==> config.mk <==
export PLATFORM = sky130hd
export DESIGN_NAME = slave_rd_responder
export DESIGN_NICKNAME = d
export VERILOG_FILES = /design/src/rtl/xbar_pkg.sv /design/src/rtl/slave_rd_responder_arb.sv /design/src/rtl/slave_rd_responder.sv
export SDC_FILE = /design/constraint.sdc
export NUM_CORES = 1
export LEC_CHECK = 0
export ABC_AREA = 1
export CAP_MARGIN = 40
export CORE_MARGIN = 3
export CORE_UTILIZATION = 40
export CTS_CLUSTER_SIZE = 25
export DETAILED_ROUTE_END_ITERATION = 10
export GPL_ROUTABILITY_DRIVEN = 0
export MAX_ROUTING_LAYER = met4
export PLACE_DENSITY = 0.76
export SLEW_MARGIN = 20
export SYNTH_ARGS = -nofsm -noshare
export SYNTH_HDL_FRONTEND = slang
export SYNTH_HIERARCHICAL = 1
export SYNTH_SLANG_ARGS = --single-unit
==> constraint.sdc <==
create_clock -name aclk -period 3.75 [get_ports aclk]
set_input_delay 0.5625 -clock aclk [delete_from_list [all_inputs] [get_ports aclk]]
set_output_delay 0.5625 -clock aclk [all_outputs]
set_load 0.02 [all_outputs]
==> src/rtl/xbar_pkg.sv <==
// Shared definitions for the crossbar read path: the responder FSM states,
// the master count and the slave command encoding.
package xbar_pkg;

    localparam int   NUM_MASTERS = 2;
    localparam logic CMD_READ    = 1'b1;

    typedef enum logic [1:0] {
        IDLE,
        REQ,
        WAIT_RESP,
        RESP
    } state_t;

    // Turns a granted master index into its m_resp strobe pattern.
    function automatic logic [NUM_MASTERS-1:0] idx_to_onehot(input logic idx);
        return idx ? 2'b10 : 2'b01;
    endfunction

endpackage

==> src/rtl/slave_rd_responder_arb.sv <==
// Two-way round-robin grant: a lone requester always wins; under contention
// the master that did not win the previous contested arbitration wins.
module rr_arbiter2
    import xbar_pkg::*;
(
    input  logic [NUM_MASTERS-1:0] pending,
    input  logic                   last,
    output logic [NUM_MASTERS-1:0] grant
);

    always_comb begin
        grant = '0;
        unique case (pending)
            2'b01:   grant = 2'b01;
            2'b10:   grant = 2'b10;
            2'b11:   grant = last ? 2'b01 : 2'b10;
            default: grant = '0;
        endcase
    end

endmodule

==> src/rtl/slave_rd_responder.sv <==
// Collects one-cycle read strobes from two masters, forwards them one at a
// time to a single slave, and returns the data (or a timeout) to the requester.
module slave_rd_responder
    import xbar_pkg::*;
#(
    parameter int AWIDTH  = 32,
    parameter int DWIDTH  = 32,
    parameter int TIMEOUT = 256
) (
    input  logic                   aclk,
    input  logic                   areset,
    input  logic [NUM_MASTERS-1:0] m_wren,
    input  logic [AWIDTH-1:0]      m_addr0,
    input  logic [AWIDTH-1:0]      m_addr1,
    output logic                   s_req,
    output logic [AWIDTH-1:0]      s_addr,
    output logic                   s_cmd,
    input  logic                   s_ack,
    input  logic                   s_resp,
    input  logic [DWIDTH-1:0]      s_rdata,
    output logic [NUM_MASTERS-1:0] m_resp,
    output logic [DWIDTH-1:0]      m_rdata,
    output logic                   m_err,
    output logic                   ovf_err
);

    localparam logic [15:0] CNT_LAST = 16'(TIMEOUT - 1);

    state_t                   state;
    logic [15:0]              cnt;
    logic                     last;
    logic                     gnt_idx;

    logic [NUM_MASTERS-1:0]   pending;
    logic [AWIDTH-1:0]        slot_addr [NUM_MASTERS];
    logic [NUM_MASTERS-1:0]   grant;
    logic                     grant_idx;
    logic [NUM_MASTERS-1:0]   clear;
    logic [NUM_MASTERS-1:0]   accept;

    assign s_cmd = CMD_READ;

    rr_arbiter2 u_arb (
        .pending (pending),
        .last    (last),
        .grant   (grant)
    );

    assign grant_idx = grant[1];
    assign clear     = (state == IDLE) ? grant : '0;
    // A slot freed by this edge's grant can take a new strobe at the same edge.
    assign accept    = m_wren & (~pending | clear);

    // NOTE: all state uses <= so every register samples pre-edge values,
    // and areset is checked inside the clocked block (synchronous reset).
    always_ff @(posedge aclk) begin
        if (areset) begin
            pending <= '0;
            ovf_err <= 1'b0;
        end else begin
            pending <= (pending & ~clear) | accept;
            if (|(m_wren & ~accept)) begin
                ovf_err <= 1'b1;
            end
        end
    end

    // NOTE: slot addresses carry no reset; they are only read while their
    // pending flag is set, and that flag is reset.
    always_ff @(posedge aclk) begin
        if (accept[0]) slot_addr[0] <= m_addr0;
        if (accept[1]) slot_addr[1] <= m_addr1;
    end

    always_ff @(posedge aclk) begin
        if (areset) begin
            state   <= IDLE;
            cnt     <= '0;
            last    <= 1'b1;
            gnt_idx <= 1'b0;
            s_req   <= 1'b0;
            s_addr  <= '0;
            m_resp  <= '0;
            m_rdata <= '0;
            m_err   <= 1'b0;
        end else begin
            unique case (state)
                IDLE: begin
                    if (|grant) begin
                        gnt_idx <= grant_idx;
                        // Only contested arbitrations move the round-robin pointer.
                        if (&pending) begin
                            last <= grant_idx;
                        end
                        s_req   <= 1'b1;
                        s_addr  <= {1'b0, slot_addr[grant_idx][AWIDTH-2:0]};
                        cnt     <= '0;
                        state   <= REQ;
                    end
                end

                REQ: begin
                    if (cnt == CNT_LAST) begin
                        s_req   <= 1'b0;
                        s_addr  <= '0;
                        m_resp  <= idx_to_onehot(gnt_idx);
                        m_rdata <= '0;
                        m_err   <= 1'b1;
                        state   <= RESP;
                    end else begin
                        cnt <= cnt + 16'd1;
                        if (s_ack) begin
                            s_req  <= 1'b0;
                            s_addr <= '0;
                            state  <= WAIT_RESP;
                        end
                    end
                end

                WAIT_RESP: begin
                    // Data arriving on the final counted cycle still wins.
                    if (s_resp) begin
                        m_resp  <= idx_to_onehot(gnt_idx);
                        m_rdata <= s_rdata;
                        m_err   <= 1'b0;
                        state   <= RESP;
                    end else if (cnt == CNT_LAST) begin
                        m_resp  <= idx_to_onehot(gnt_idx);
                        m_rdata <= '0;
                        m_err   <= 1'b1;
                        state   <= RESP;
                    end else begin
                        cnt <= cnt + 16'd1;
                    end
                end

                RESP: begin
                    m_resp  <= '0;
                    m_rdata <= '0;
                    m_err   <= 1'b0;
                    state   <= IDLE;
                end

                default: state <= IDLE;
            endcase
        end
    end

endmodule

## Yosys cells after proc, flatten, opt, wreduce, memory -nomap -nowiden

Memories as Yosys holds them, arrays and structs flattened.
Cells that the tools add are included.

- $add $sub $neg: 1
- Equal/unequal tests: 11
- Reductions and logical operators: 11
- Bitwise logic cells: 8
- Mux-type cells: 35

Operators with widths:

| operator | number |
|---|---|
| $mux W32 | 5 |
| $pmux W32 S3 | 1 |
| $pmux W32 S2 | 1 |
| $mux W16 | 3 |
| $pmux W16 S3 | 1 |
| $mux W2 | 10 |
| $add A16 B1 Y16 const B | 1 |
| $eq A16 B8 Y1 const B | 1 |
| $pmux W2 S3 | 2 |
| $mux W1 | 9 |
| $reduce_and A3 Y1 | 3 |
| $eq A2 B2 Y1 const B | 4 |
| $pmux W2 S4 | 1 |
| $and A2 B2 Y2 | 3 |
| $ne A3 B3 Y1 const B | 2 |
| $not A2 Y2 | 3 |
| $reduce_bool A3 Y1 | 2 |
| $eq A2 B1 Y1 const B | 2 |
| $or A2 B2 Y2 | 2 |
| $reduce_and A4 Y1 | 1 |
| $reduce_or A2 Y1 | 2 |
| $pmux W1 S3 | 1 |
| $logic_not A2 Y1 | 1 |
| $ne A2 B1 Y1 const B | 1 |
| 4 further kinds | 4 |

- Memory bits (writable): 64
- Output and inout bits: 70
- Logic and storage cells: 78
- Memories: 1
- Register bits: 91

Memory list:

| memory | words | width | rd ports | clocked after memory_dff | write ports | RTL line | source |
|---|---|---|---|---|---|---|---|
| slot_addr | 2 | 32 | 1 | 0 | 2 | slave_rd_responder.sv:35 | `logic [AWIDTH-1:0] slot_addr [NUM_MASTERS];` |

## Logic depth before layout (Yosys ltp)

Gate-level depths: netlist of the first run.

- Depth after elaboration: 8
- Gate-level depth with buffers: 12
- Gate-level depth less buffers: 11

## Modules after synthesis

Netlist of the first run, hierarchy kept.

Modules (own cells, without submodules):

| module | instances | area each (µm²) | cells an instance | sequential area each (µm²) |
|---|---|---|---|---|
| slave_rd_responder | 1 | 6112.1 | 677 | 3663.5 |
| rr_arbiter2 | 1 | 21.3 | 5 | 0.0 |

## Least setup slack after synthesis of the first run

No wires, ideal clock.

- Path kind: reg-to-reg
- Start point: register pending[1]
- End point: memory slot_addr[1][0], enable pin
- Library setup time: 0.429 ns
- Period minus slack after synthesis: 2.828 ns
- Arrival: 2.398 ns
- Path buffers: 1
- Path slack: 0.922 ns
- Stages on the path, launching flop included: 6
- Path through: dfxtp_1 inv_1 a21oi_1 buf_2 nand2_1 a21oi_1

RTL lines:

| element | RTL line | source |
|---|---|---|
| start: declaration | slave_rd_responder.sv:34 | `logic [NUM_MASTERS-1:0] pending;` |
| start signal: assignment | slave_rd_responder.sv:61 | `pending <= (pending & ~clear) \| accept;` |
| end: declaration | slave_rd_responder.sv:35 |  |

==> results.md, run 1 <==
- Outcome: complete, no violations
- RSZ-0062 raised after global routing: false
- Post-CTS Hold Buffers: 0
- Port Buffers: 167
- Final std cells w/o fill: 1038
- Synthesized area: 6133 µm²
- Critical path endpoint category: flip-flop
- Critical Path AT: 2540 ps
- Crit path launch type: flip-flop
- Total Power: 5.039 mW
- Post-CTS setup buffer count: 0
- Setup violators final: 0
- Post-Syn Nets: 791
- Clock Latency Late Sink: 420 ps
- Routed length per instance: 13.83 µm
- Setup TNS: 0 ps
- Placed instance area: 7938 µm²
- CTS tree: done
- WS Path Type: flip-flop to flip-flop
- CTS root buf: clkbuf_16
- Syn Area/Cell: 8.993 µm²
- Crit-path max FO: 20
- Final instance area: 8533 µm²
- Global Route Usage Sum: 0.1794
- Share of layout cells above drive strength 1: 0.06557
- Top-count cell post-synth: nand2_1
- Initial core utilization: 0.4157
- Grt ovf: 0
- Final WL: 14360 µm
- Tcrit/Tclk final: 0.6514
- Antenna cells: 0
- Flop2flop setup slack: 1310 ps
- Clock buffer depth: 2
- Vias in the first global route: 4666
- Final Critical Period: 2443 ps
- Detail Placement HPWL: 9547 µm
- PwrDens: 590.5 nW/µm²
- Die height: 129.8 µm
- Commonest cells post-synth: 196 x nand2_1, 90 x dfxtp_1, 82 x a21oi_1
- Initial DRC Count: 302
- Max-Cap Viols: 0
- Post-synth EDFFs: 62
- Worst hold slack: 456.9 ps
- Die area: 16860 µm²
- Hold WC Path Type: flip-flop to flip-flop
- Synthesis-to-layout area growth: 39.13%
- Top cell type's share of synthesized area: 0.3035
- Highest achievable clock rate: 0.4094 GHz
- Via count: 4971
- Worst Tran Pin Value: 712.2 ps
- Top FF cell, synth: dfxtp_1
- DRC viols: 0
- Ys async rst share: 0
- Core area: 14750 µm²
- CTS sink cnt: 152
- Num rows: 44
- Largest net degree at the start of global routing: 60
- Fin. Hold Viols: 0
- Clk_skew: 5.981 ps
- Slew Limit Fails: 0
- Ys Warns: 6
- Resized cells post-CTS: 0
- Placed cell count: 1006
- CTS Buf Count: 17
- First drt pass iteration count: 5
- Area contributors post-synth: edfxtp_1 30%, dfxtp_1 29%, nand2_1 12%, a21oi_1 6.7%, inv_1 4.3%
- Rel. slew slack: 0.5247
- Yosys reg bits: 152
- I/O Pins: 172
- Peak VDD IR: 0.4812 mV
- Net count of the finished layout: 950
- Yosys top cell by area: edfxtp_1
- First-pass GRT wire length: 22940 µm
- Die width: 129.8 µm
- Post-synthesis sequential area ratio: 0.5973
- Unique cell type count in the Yosys netlist: 33
- Antenna-violating nets left: 0
- Worst Path Required: 3850 ps
- Worst-path clk slew: 60 ps
- Deepest level of the CTS H-tree: 4
- Post-synthesis instance total: 682
- Vias per cell: 4.789
- Antenna violations before repair: 0
- Leakage: 3.142 nW
[report_power, final]
group          internal [mW]  total (mW)  switching (mW)  leakage [nW]
combinational          0.496        1.30           0.805          1.53
clock                   1.02        1.71           0.681         0.292
sequential              1.93        2.03           0.104          1.32
total                   3.45        5.04            1.59          3.14
[kinds of logic (layout without fill, tap and decap cells)]
family	after synthesis	after routing	synth area share
buffers and inverters	105	277	0.07242
other	2	2	0.001224
AOI/OAI and AO/OA	128	128	0.1191
xor gates and xnor gates	4	4	0.005713
and+or+nand+nor	284	284	0.1899
DFF	152	152	0.5973
adders and majority gates	7	7	0.01428
[layer usage]
metal,vias up,routed length (µm),GRT usage,part of all wire
met2,167,6760,0.2860,0.47
li1,2550,-,-,-
met3,15,1052,0.05853,0.073
met1,2239,6286,0.2156,0.44
met5,-,0,-,0
met4,0,255,0.06051,0.018
[flip-flops by register name, summed over array words and instances (netlist names), 2 cells and up]
name and cells:
pending 2, s_addr 31, m_rdata 32, slot_addr 62, cnt 16, m_resp 2, state 2
[path summary, 6_finish.rpt]
check | endpoint | depth (start not counted) | start
setup / recovery | slot_addr[1][12] | 5 | pending[1]
hold / removal | m_rdata[25] | 2 | m_rdata[25]
setup reg to reg | slot_addr[1][12] | 5 | pending[1]
hold reg to reg | m_rdata[25] | 2 | m_rdata[25]
[worst max-delay path, cell delays in order (launching register included)]
cell and delay [ps]:
dfxtp_1 450, inv_1 120, a21oi_4 420, nand2_1 250, a21oi_4 500, buf_4 370
[per-stage QoR]
stage	utilization	worst slack [ps]
finish	0.5784	1307
global placement	0.5380	1347
detailed placement	0.5380	1286
CTS	0.5784	1248
floorplan	-	922.1
global route	0.5784	1077
[cell usage in the layout, fill, tap and decap left out, drive strengths merged]
cell type,synthesis,layout
clkinv,0,5
xnor2,2,2
o21ai,11,11
nand2,200,200
xor2,2,2
ha,7,7
a21oi,82,82
nor4,1,1
clkinvlp,0,1
and2,2,2
o211ai,33,33
nor2,53,53
nand3,19,19
conb,2,2
nand4,5,5
o21bai,1,1
o22ai,1,1
dfxtp,90,90
buf,12,7
clkdlybuf4s50,0,166
inv,72,76
nor3,4,4
edfxtp,62,62
bufinv,0,2
clkbuf,21,20
[cell type report]
class / count / area, µm²
clock buffers: 20 / 456.7
clock inverters: 12 / 138.9
fillers: 1262 / 6221
inverters: 72 / 270.3
multi-input cells: 425 / 2062
flip-flops and latches: 152 / 3664
well taps: 184 / 230.2
repair buffers: 173 / 1712
No activity file was read; power rests on OpenSTA's default activity.
==> run 2, diff against run 1 <==
- PLACE_DENSITY: 0.76 -> 0.78
- clock period: 3.75 -> 2.2 ns (I/O delays scaled with it)
==> run 2 against run 1 <==
Net effect: setup slack worse by 1000 ps; sequential cell count stayed put; sequential share of layout area is 0.54 points lower; utilization is 0.75 points higher; sequential power is 71% higher; non-clock buffer count is 7 higher; die area stayed put; via count is 0.80% higher.
==> results.md, run 2 (synthesis gave the netlist of run 1 again) <==
- Peak VDD IR: 0.7012 mV (+46%)
- Largest net degree at the start of global routing: 53 (-12%)
- Hold WC Path Type: primary input to flip-flop
- R2r worst-path depth: 11 (+6)
- Critical Path AT: 2190 ps (-350 ps)
- Crit Reg-Reg Endpoint: m_rdata[4]
- Num rows: 44 (unchanged)
- Worst Path Required: 2490 ps (-1360 ps)
- Commonest non-fill, non-tap cell in the layout: nand2_1
- CTS root buf: clkbuf_16
- Global Route met3 Usage: 0.04994 (-0.008596)
- Clock Latency Late Sink: 420 ps (about the same)
- Met2 GRT Util: 0.2897 (+0.003640)
- Placed instance area: 8040 µm² (+1.3%)
- Crit path launch type: flip-flop
- Rel. slew slack: 0.6282 (+0.1036)
- Synthesis-to-layout area growth: 40.94%
- Flop2flop setup slack: 300 ps (-1010 ps)
- Hold Path Stages: 3 (+1)
- WS Path Type: flip-flop to flip-flop
- Resized cells post-CTS: 0 (unchanged)
- Sequential cell area: 3665 µm² (about the same)
- Crit-path max FO: 25 (+25%)
- First-pass GRT wire length: 22830 µm (-0.51%)
- Most frequent cells in the layout: 196 x nand2_1, 166 x clkdlybuf4s50_1, 89 x dfxtp_1
- Top reg by flops: slot_addr
- Grt ovf: 0 (unchanged)
- First drt pass iteration count: 4 (-1)
- I/O Pins: 172 (unchanged)
- Initial DRC Count: 269 (-11%)
- Clk_skew: 10.04 ps (+4.062 ps)
- Final WL: 14270 µm (-0.62%)
- DRC viols: 0 (unchanged)
- Core area: 14750 µm² (unchanged)
- CTS sink cnt: 152 (unchanged)
- RSZ-0062 raised after global routing: false
- Deepest level of the CTS H-tree: 4 (unchanged)
- CP Capture Point: m_rdata[4]
- Fin. Hold Viols: 0 (unchanged)
- Worst-path clk slew: 70 ps (about the same)
- Final std cells w/o fill: 1046 (+0.77%)
- Setup violators final: 0 (unchanged)
- Slew Limit Fails: 0 (unchanged)
- Most Crowded Layer GR: met2
- Detail Placement HPWL: 9726 µm (+1.9%)
- Global Route Usage Sum: 0.1786 (-0.0007951)
- Final instance area: 8645 µm² (+1.3%)
- Vias per cell: 4.791 (about the same)
- Die area: 16860 µm² (unchanged)
- Antenna violations before repair: 1 (+1)
- Critical path endpoint category: flip-flop
- Share of layout cells above drive strength 1: 0.07549 (+0.009920)
- Outcome: complete, no violations
- Reg-to-reg startpoint: cnt[1]
- CTS Buf Count: 17 (unchanged)
- Tcrit/Tclk final: 0.8631 (+0.2117)
- Die height: 129.8 µm (unchanged)
- Setup TNS: 0 ps (unchanged)
- Post-CTS setup buffer count: 0 (unchanged)
- Clock buffer depth: 2 (unchanged)
- Vias in the first global route: 4800 (+2.9%)
- CTS tree: done
- Area of the multi-input gates: 2062 µm² (unchanged)
- Total Power: 8.687 mW (+72%)
- Worst Tran Pin Value: 557.7 ps (-154.5 ps)
- Initial core utilization: 0.4157 (unchanged)
- Top Registers: slot_addr: 62 flops, m_rdata: 32 flops, s_addr: 31 flops
- Max-Cap Viols: 0 (unchanged)
- Routed length per instance: 13.64 µm (-1.4%)
- Highest achievable clock rate: 0.5267 GHz (+29%)
- Port Buffers: 167 (unchanged)
- Final Critical Period: 1899 ps (-543.9 ps)
- Core Util, Final: 0.5859 (+0.007548)
- Placed cell count: 1013 (+0.70%)
- PwrDens: 1005 nW/µm² (+70%)
- Die width: 129.8 µm (unchanged)
- CP startpoint: cnt[1]
- Antenna-violating nets left: 0 (unchanged)
- Leakage: 3.193 nW (+1.6%)
- Via count: 5011 (+0.80%)
- Post-CTS Hold Buffers: 0 (unchanged)
- Net count of the finished layout: 957 (+0.74%)
- M1 GR Usage: 0.2111 (-0.004479)
- Max FFs per register: 62 (unchanged)
- Fill cells: 1240 (-1.7%)
==> run 2: worst min-delay path by stage <==
stage | start | to
after floorplan | m_addr0[0] | slot_addr[0][0]
after global routing | areset | last
after detailed placement | m_rdata[28] | m_rdata[28]
after global placement | m_rdata[29] | m_rdata[29]
after CTS | areset | last
final | areset | last
==> run 2: layout make-up <==
| type | count | share of cell area |
|---|---|---|
| Antenna cell | 1 | 0.0002895 |
| Inverter | 72 | 0.03126 |
| Timing Repair Buffer | 180 | 0.2099 |
| Tap cell | 184 | 0.02663 |
| Clock inverter | 15 | 0.02026 |
| Clock buffer | 17 | 0.04921 |
| Sequential cell | 152 | 0.4239 |
| Multi-Input combinational cell | 425 | 0.2385 |
==> run 2: critical path, stage by stage (launching register included) <==
cell     delay [ps]
dfxtp_1         360
ha_1            280
nand3_2         150
nor2_4          200
nand2_4          90
inv_2            70
nand2_1          70
nand2_1         110
inv_2           110
buf_12          170
nand2_1          70
a21oi_1          60
==> run 2: metrics by stage <==
stage	hold WS (ps)	worst slack (ps)
after floorplan	428.9	82.19
after global placement	445.8	272.5
after detailed placement	450.4	214.1
after CTS	251.0	188.1
after global routing	298.1	97.56
final	262.0	301.3
==> run 2: power breakdown <==
| part | switching, mW | internal [mW] | total, mW |
|---|---|---|---|
| Combinational | 1.39 | 0.952 | 2.35 |
| Clock | 1.34 | 1.54 | 2.87 |
| Sequential | 0.182 | 3.29 | 3.47 |
==> run 2: routing by layer <==
layer / wire length, µm / part of all wire
met4: 180 / 0.013
met3: 1159 / 0.081
met5: 0 / 0
met1: 5894 / 0.41
met2: 7031 / 0.49
==> run 3, diff against run 2 <==
- DONT_BUFFER_PORTS: default -> 1
- MAX_ROUTING_LAYER: met4 -> default
- PLACE_DENSITY: 0.78 -> 0.63
==> run 3 against run 2 <==
Net effect: setup slack gained 20 ps; sequential power grew 8.4%; register-to-register slack gained 20 ps; utilization shrank 7.5 points; sequential share of layout area grew 6.2 points; maximum frequency grew 1.0%; combinational power shrank 29%; sequential cell count is the same; power shrank 6.7%; first-iteration DRC count shrank 14%; final cell count shrank 11%; clock skew is essentially flat; critical endpoint is now cnt[5]; largest cell class unchanged.
==> results.md, run 3 (synthesis gave the netlist of run 1 again) <==
- Outcome: complete, no violations
- Via count: 4653 (-7.1%)
- Vias per cell: 4.971 (+3.8%)
- Hold WC Path Type: primary input to flip-flop
- Placed instance area: 6336 µm² (-21%)
- CTS Buf Count: 17 (unchanged)
- RSZ-0062 raised after global routing: false
- Pre-CTS setup slack: 146.7 ps (-67.40 ps)
- Final instance area: 7537 µm² (-13%)
- Max-Cap Viols: 0 (unchanged)
- Final Critical Period: 1879 ps (-19.60 ps)
- Sw Share: 0.3354 (about the same)
- Worst-path clk slew: 60 ps (about the same)
- Grt ovf: 0 (unchanged)
- Routed length per instance: 15.24 µm (+12%)
- Synthesis-to-layout area growth: 22.89%
- Setup TNS: 0 ps (unchanged)
- Combinational Power Share: 0.205 (-0.065)
- CTS sink cnt: 152 (unchanged)
- Crit-path max FO: 16 (-36%)
- Highest achievable clock rate: 0.5322 GHz (+1.0%)
- WS Path Type: flip-flop to flip-flop
- Global Route Usage Sum: 0.1649 (-0.01371)
- Worst hold slack: 63.41 ps (-198.6 ps)
- Die width: 129.8 µm (unchanged)
- Slowest cell on crit path: dfxtp_1
- Crit path launch type: flip-flop
- Clock buffer depth: 2 (unchanged)
- Share of layout cells above drive strength 1: 0.07713 (+0.001634)
- Setup violators final: 0 (unchanged)
- Antenna violations before repair: 0 (-1)
- Max FFs per register: 62 (unchanged)
- Max incr delay on CP: 440 ps (+80 ps)
- Vias in the first global route: 4492 (-6.4%)
- Fill cells: 1263 (+1.9%)
- Final WS setup: 320.9 ps (+19.60 ps)
- Clk_skew: 9.857 ps (-0.1857 ps)
- Deepest level of the CTS H-tree: 4 (unchanged)
- Placed cell count: 841 (-17%)
- Peak VDD IR: 0.9187 mV (+31%)
- Die height: 129.8 µm (unchanged)
- Worst Path Required: 2510 ps (+20 ps)
- Slew Limit Fails: 0 (unchanged)
- Clock power frac: 0.331 (about the same)
- Core Util, Final: 0.5109 (-0.07505)
- Detail Placement HPWL: 9161 µm (-5.8%)
- Port Buffers: 0 (-100%)
- Sequential share of power: 0.464 (+0.065)
- Clock Latency Late Sink: 410 ps (about the same)
- Total Power: 8.102 mW (-6.7%)
- Largest net degree at the start of global routing: 82 (+55%)
- Core area: 14750 µm² (unchanged)
- Final std cells w/o fill: 936 (-11%)
- Top Registers: slot_addr: 62 flops, m_rdata: 32 flops, s_addr: 31 flops
- P_int: 5.385 mW (-6.8%)
- First drt pass iteration count: 5 (+1)
- Net count of the finished layout: 848 (-11%)
- Initial core utilization: 0.4157 (unchanged)
- Fin. Hold Viols: 0 (unchanged)
- PwrDens: 1075 nW/µm² (+7.0%)
- CTS root buf: clkbuf_16
- Die area: 16860 µm² (unchanged)
- Antenna cells: 0 (-1)
- Initial DRC Count: 230 (-14%)
- Leakage: 2.789 nW (-13%)
- Antenna-violating nets left: 0 (unchanged)
- Final WL: 14270 µm (about the same)
- Critical path endpoint category: flip-flop
- Tcrit/Tclk final: 0.8541 (-0.008910)
- Worst Tran Pin Value: 595.8 ps (+38.12 ps)
- Critical Path AT: 2190 ps (about the same)
- Top reg by flops: slot_addr
- Rel. slew slack: 0.6028 (-0.02541)
- NetSw: 2.717 mW (-6.7%)
- DRC viols: 0 (unchanged)
- CTS tree: done
- First-pass GRT wire length: 21760 µm (-4.7%)
- Commonest non-fill, non-tap cell in the layout: nand2_1
- Num rows: 44 (unchanged)
- Critical Path, Cell by Cell: inv_1 > ha_1 > inv_1 > nor3_1 > nor3_2 > nand2_1 > nand2_4 > nand2_1 > nor2_1 > nor2_1
- Most frequent cells in the layout: 196 x nand2_1, 89 x dfxtp_1, 79 x a21oi_1
- I/O Pins: 172 (unchanged)
-- run 3: path summary, 6_finish.rpt --
kind	cells past startpoint	to	startpoint	slack, ps
min reg2reg	2	state[0]	state[0]	510
min	2	m_rdata[6]	s_rdata[6]	60
max reg2reg	10	cnt[5]	state[1]	320
max	10	cnt[5]	state[1]	320
-- run 3: timing repair --
item | CTS | global route
setup endpoints to repair | 0 | 34
resized for setup | 0 | 3
buffers inserted | 0 | 0
endpoints found under the hold margin | 143 | 0
hold buffers | 63 | 0
-- run 3: layer usage --
layer	routed length (µm)	global-route usage	part of all wire
met1	5808	0.1863	0.41
met2	7045	0.2830	0.49
met3	1219	0.06386	0.085
met4	196	0.06174	0.014
met5	0	0	0
-- run 3: final cells by class --
type	instances	area [µm²]	share of cell area
Sequential cell	152	3665	0.4862
Multi-Input combinational cell	425	2062	0.2736
Clock buffer	20	456.7	0.06059
Inverter	72	272.8	0.03619
Tap cell	184	230.2	0.03054
Clock inverter	12	92.59	0.01228
Timing Repair Buffer	71	758.2	0.1006
-- run 3: critical path, delay by kind of cell (launching register included) --
kind	cells	cell delay [ps]
flops	1	440
fa+ha+maj	1	250
simple gates	7	890
buf+inv	2	200
-- run 3: power groups by stage --
stage	Clock (mW)	Sequential (mW)	Combinational, mW
final	2.68	3.76	1.66
after global routing	2.85	3.80	1.85
after CTS	2.73	3.76	1.67
after detailed placement	0	3.82	1.54
after global placement	0	3.81	1.50
after floorplan	0	3.73	1.17
==> variant 1 (settings of run 2) <==
Change the parameter `AWIDTH` from 32 to 64.
--- a/src/rtl/slave_rd_responder.sv
+++ b/src/rtl/slave_rd_responder.sv
@@ -3,7 +3,7 @@
 module slave_rd_responder
     import xbar_pkg::*;
 #(
-    parameter int AWIDTH  = 32,
+    parameter int AWIDTH  = 64,
     parameter int DWIDTH  = 32,
     parameter int TIMEOUT = 256
 ) (
Ports: changed (resized m_addr0, m_addr1 and s_addr); port bits go from 172 to 268. The function was not compared with the original's and may differ.
==> variant 1 against run 2 <==
- sequential cell count is 96 higher
- global-route usage increased by 1.0 points
- total power increased by 60%
- final cell count grew 48%
- wire length increased by 70%
- die area rose by 52%
- count of clock-buffer cells in the layout up 24
- setup slack got worse by 0.086 ns
- final area is 55% higher
- area after synthesis rose by 55%
- critical endpoint is now cnt[5]$_SDFFE_PP0P_
- largest power group unchanged
==> variant 1: results (changes against run 2) <==
outcome complete, no violations (unchanged); proportion of layout cells with a drive suffix above 1 6.74% (was 7.55%); biggest regs slot_addr x126, s_addr x63, m_rdata x32 (was slot_addr x62, m_rdata x32, s_addr x31); Die ar. 25,700 um^2 (was 16,900 um^2); number of synthesized flops with an enable pin 126 (was 62); Num CTS Buffers 27 (was 17); global-route wire length before repair 38.1 mm (was 22.8 mm); Cell Area, Placed 12,600 um^2 (was 8040 um^2); Clk Latency, worst-skew pair 0.55 ns (was 0.42 ns); largest net degree at the start of global routing 115 (was 53); initial drt markers 369 (was 269); worst vdd ir 782 uV (was 701 uV); First-pass DRT Iterations 5 (was 4); Main synth FF type edfxtp_1 (was dfxtp_1); clock skew 0.0223 ns (was 0.0100 ns); synth top area cells edfxtp_1 40%, dfxtp_1 26%, nand2_1 10%, a21oi_1 6.0%, o211ai_1 5.1% (was edfxtp_1 30%, dfxtp_1 29%, nand2_1 12%, a21oi_1 6.7%, inv_1 4.3%); synth cell count leaders 260 x nand2_1, 126 x edfxtp_1, 122 x dfxtp_1 (was 196 x nand2_1, 90 x dfxtp_1, 82 x a21oi_1); clk pwr 4.26 mW (was 2.87 mW); sequential share of the synthesized area 65.5% (was 59.7%); Syn Nets 1,128 (was 791); routed len/inst 15.7 um (was 13.6 um); critical path's largest stage delay 0.45 ns (was 0.36 ns); DPL Wire Length 16.2 mm (was 9.73 mm); Final nets 1,383 (was 957); count of cell types in the netlist 34 (was 33); Static Leakage 4.88 nW (was 3.19 nW); via count 7,458 (was 5,011); Int Pwr 9.55 mW (was 5.77 mW); sequential share of power 41.8% (was 39.9%); clock tree buffer depth 3 (was 2); Buffers on Ports 263 (was 167); number of global-route vias before repair 7,324 (was 4,800)
variant 1: final cells by class:
cell class,count,area (um^2),share of cell area [%]
Antenna cell,1,2.50,0.0186
Inverter,104,393,2.93
Multi-Input combinational cell,553,2730,20.3
Tap cell,313,392,2.92
Clock inverter,9,63.8,0.475
Timing Repair Buffer,276,2830,21.1
Sequential cell,248,6230,46.4
Clock buffer,41,788,5.87
variant 1: kinds of logic (layout without fill, tap and decap cells):
logic type / count (synthesis) / in the layout / synth area share (%)
XOR/XNOR: 4 / 4 / 0.368
flip-flops: 248 / 248 / 65.5
other: 2 / 3 / 0.0790
adder cells (fa/ha/maj): 7 / 7 / 0.921
buffers and inverters: 154 / 430 / 6.42
AND/OR/NAND/NOR: 348 / 348 / 14.9
AO/OA/AOI/OAI: 192 / 192 / 11.9
variant 1: routing by layer:
metal / wire, um / vias up / track usage [%]
li1: - / 3686 / -
met1: 9540 / 3427 / 21.5
met2: 11700 / 302 / 31.7
met3: 2400 / 43 / 6.43
met4: 672 / 0 / 5.60
met5: 0 / - / -
variant 1: worst paths after layout:
| path | endpoint | slack, ns | cells past startpoint |
|---|---|---|---|
| hold / removal | m_rdata[20]$_SDFFE_PP0N_ | 0.18 | 2 |
| hold reg to reg | m_err$_SDFFE_PP0N_ | 0.45 | 2 |
| setup / recovery | cnt[5]$_SDFFE_PP0P_ | 0.22 | 10 |
| setup reg to reg | cnt[5]$_SDFFE_PP0P_ | 0.22 | 10 |
variant 1: stage by stage:
step	util, %	setup WS (ns)	cells	TNS [ns]	hold WS (ns)
after floorplan	-	-0.166	955	-10.47	0.429
after global placement	54.7	0.271	1494	0	0.442
after detailed placement	54.7	0.206	1494	0	0.441
after CTS	58.4	0.180	1544	0	0.161
after global routing	58.4	0.0290	1545	0	0.178
final	58.4	0.215	1545	0	0.183
==> variant 2 (settings of run 2) <==
Made on the original files. Encoding of `state_t`: now Gray code (2 bits for 4 states).
--- a/src/rtl/xbar_pkg.sv
+++ b/src/rtl/xbar_pkg.sv
@@ -6,10 +6,10 @@
     localparam logic CMD_READ    = 1'b1;
 
     typedef enum logic [1:0] {
-        IDLE,
-        REQ,
-        WAIT_RESP,
-        RESP
+        IDLE      = 2'b00,
+        REQ       = 2'b01,
+        WAIT_RESP = 2'b11,
+        RESP      = 2'b10
     } state_t;
 
     // Turns a granted master index into its m_resp strobe pattern.
Check against the original RTL: no difference found for any inputs over 4 cycles, from zero or initial values and one cycle with areset high; so few cycles prove little.
==> variant 2 against run 2 <==
- sequential cell count stayed put
- hold slack improved by 0.047 ns
- setup slack got worse by 0.039 ns
- area after synthesis barely moved
- core utilization decreased by 0.37 points
- wire length increased by 2.6%
- non-clock buffer count is 2 lower
- final area shrank 0.64%
- die area is essentially flat
- clock skew increased by 0.0071 ns
- total power is 13% lower
- sequential share of layout area up 0.26 points
- combinational power shrank 46%
- highest routed layer unchanged
==> variant 2: results (changes against run 2) <==
synth cell count leaders 170 x nand2_1, 90 x dfxtp_1, 78 x a21oi_1 (was 196 x nand2_1, 90 x dfxtp_1, 82 x a21oi_1); Critical Path Fanout Max 19 (was 25); count of cell types in the netlist 36 (was 33); Final period util 88.1% (was 86.3%); First-pass DRT Iterations 6 (was 4); routed length on met3 955 um (was 1.16 mm); largest net degree at the start of global routing 64 (was 53); met1 Use GR 21.1% (about the same); Worst R2R End cnt[10]$_SDFFE_PP0P_ (was m_rdata[4]$_SDFFE_PP0N_); worst setup path end cnt[10]$_SDFFE_PP0P_ (was m_rdata[4]$_SDFFE_PP0N_); routed len/inst 14.3 um (was 13.6 um); antenna cell count 0 (was 1); Final nets 932 (was 957); number of global-route vias before repair 4,883 (was 4,800); DPL Wire Length 9.71 mm (was 9.73 mm); Static Leakage 3.10 nW (was 3.19 nW); worst vdd ir 496 uV (was 701 uV); Global Route Usage Sum 18.2% (was 17.9%); met2 WL 7.23 mm (was 7.03 mm); global-route wire length before repair 23.3 mm (was 22.8 mm); Critical Path AT 2.22 ns (was 2.19 ns); tightest hold margin 0.309 ns (was 0.262 ns); R2R Path Start pending[1]$_SDFF_PP0_ (was cnt[1]$_SDFFE_PP0P_); Comb pwr share 17.1% (was 27.0%); non-filler cells, final 1,026 (was 1,046); Clock power frac 39.6% (was 33.1%); initial drt markers 283 (was 269); proportion of layout cells with a drive suffix above 1 7.60% (was 7.55%); DP Worst Slack 0.292 ns (was 0.214 ns); met3 Usage GRT 6.02% (was 4.99%); antenna violations before repair 0 (was 1); outcome complete, no violations (unchanged); clock skew 0.0171 ns (was 0.0100 ns); Pwr Density 875 nW/um^2 (was 1000 nW/um^2); synth top area cells edfxtp_1 30%, dfxtp_1 29%, nand2_1 10%, a21oi_1 6.4%, o211ai_1 3.8% (was edfxtp_1 30%, dfxtp_1 29%, nand2_1 12%, a21oi_1 6.7%, inv_1 4.3%); Metal-1 WL 6.21 mm (was 5.89 mm); sequential share of the synthesized area 59.7% (about the same); Syn Nets 771 (was 791); flop2flop setup slack 0.26 ns (was 0.30 ns); relative slew slack 59.2% (was 62.8%); placed cells 994 (was 1,013); Int Pwr 5.52 mW (was 5.77 mW); Avg Cell Area, Syn 9.19 um^2 (was 8.99 um^2); critical path's largest stage delay 0.46 ns (was 0.36 ns)
variant 2: critical path: cells and delay by family, from the launching register on:
kind / cells / cell delay [ns]
flops: 1 / 0.46
simple gates: 7 / 0.95
buf+inv: 3 / 0.33
compound gates: 1 / 0.05
variant 2: logic make-up (layout without fill, tap and decap cells):
| logic type | count (synthesis) | after routing | synth area share [%] |
|---|---|---|---|
| buf+inv | 100 | 274 | 7.48 |
| compound gates | 135 | 135 | 13.0 |
| flops | 152 | 152 | 59.7 |
| other cells | 2 | 2 | 0.122 |
| xor+xnor | 4 | 4 | 0.571 |
| fa+ha+maj | 1 | 1 | 0.204 |
| simple gates | 274 | 274 | 18.9 |
variant 2: cell type report:
| type | count | area [um^2] |
|---|---|---|
| Fill cell | 1278 | 6160 |
| Sequential cell | 152 | 3660 |
| Multi-Input combinational cell | 416 | 2050 |
| Timing Repair Buffer | 178 | 1800 |
| Clock buffer | 19 | 443 |
| Inverter | 64 | 240 |
| Tap cell | 184 | 230 |
| Clock inverter | 13 | 168 |
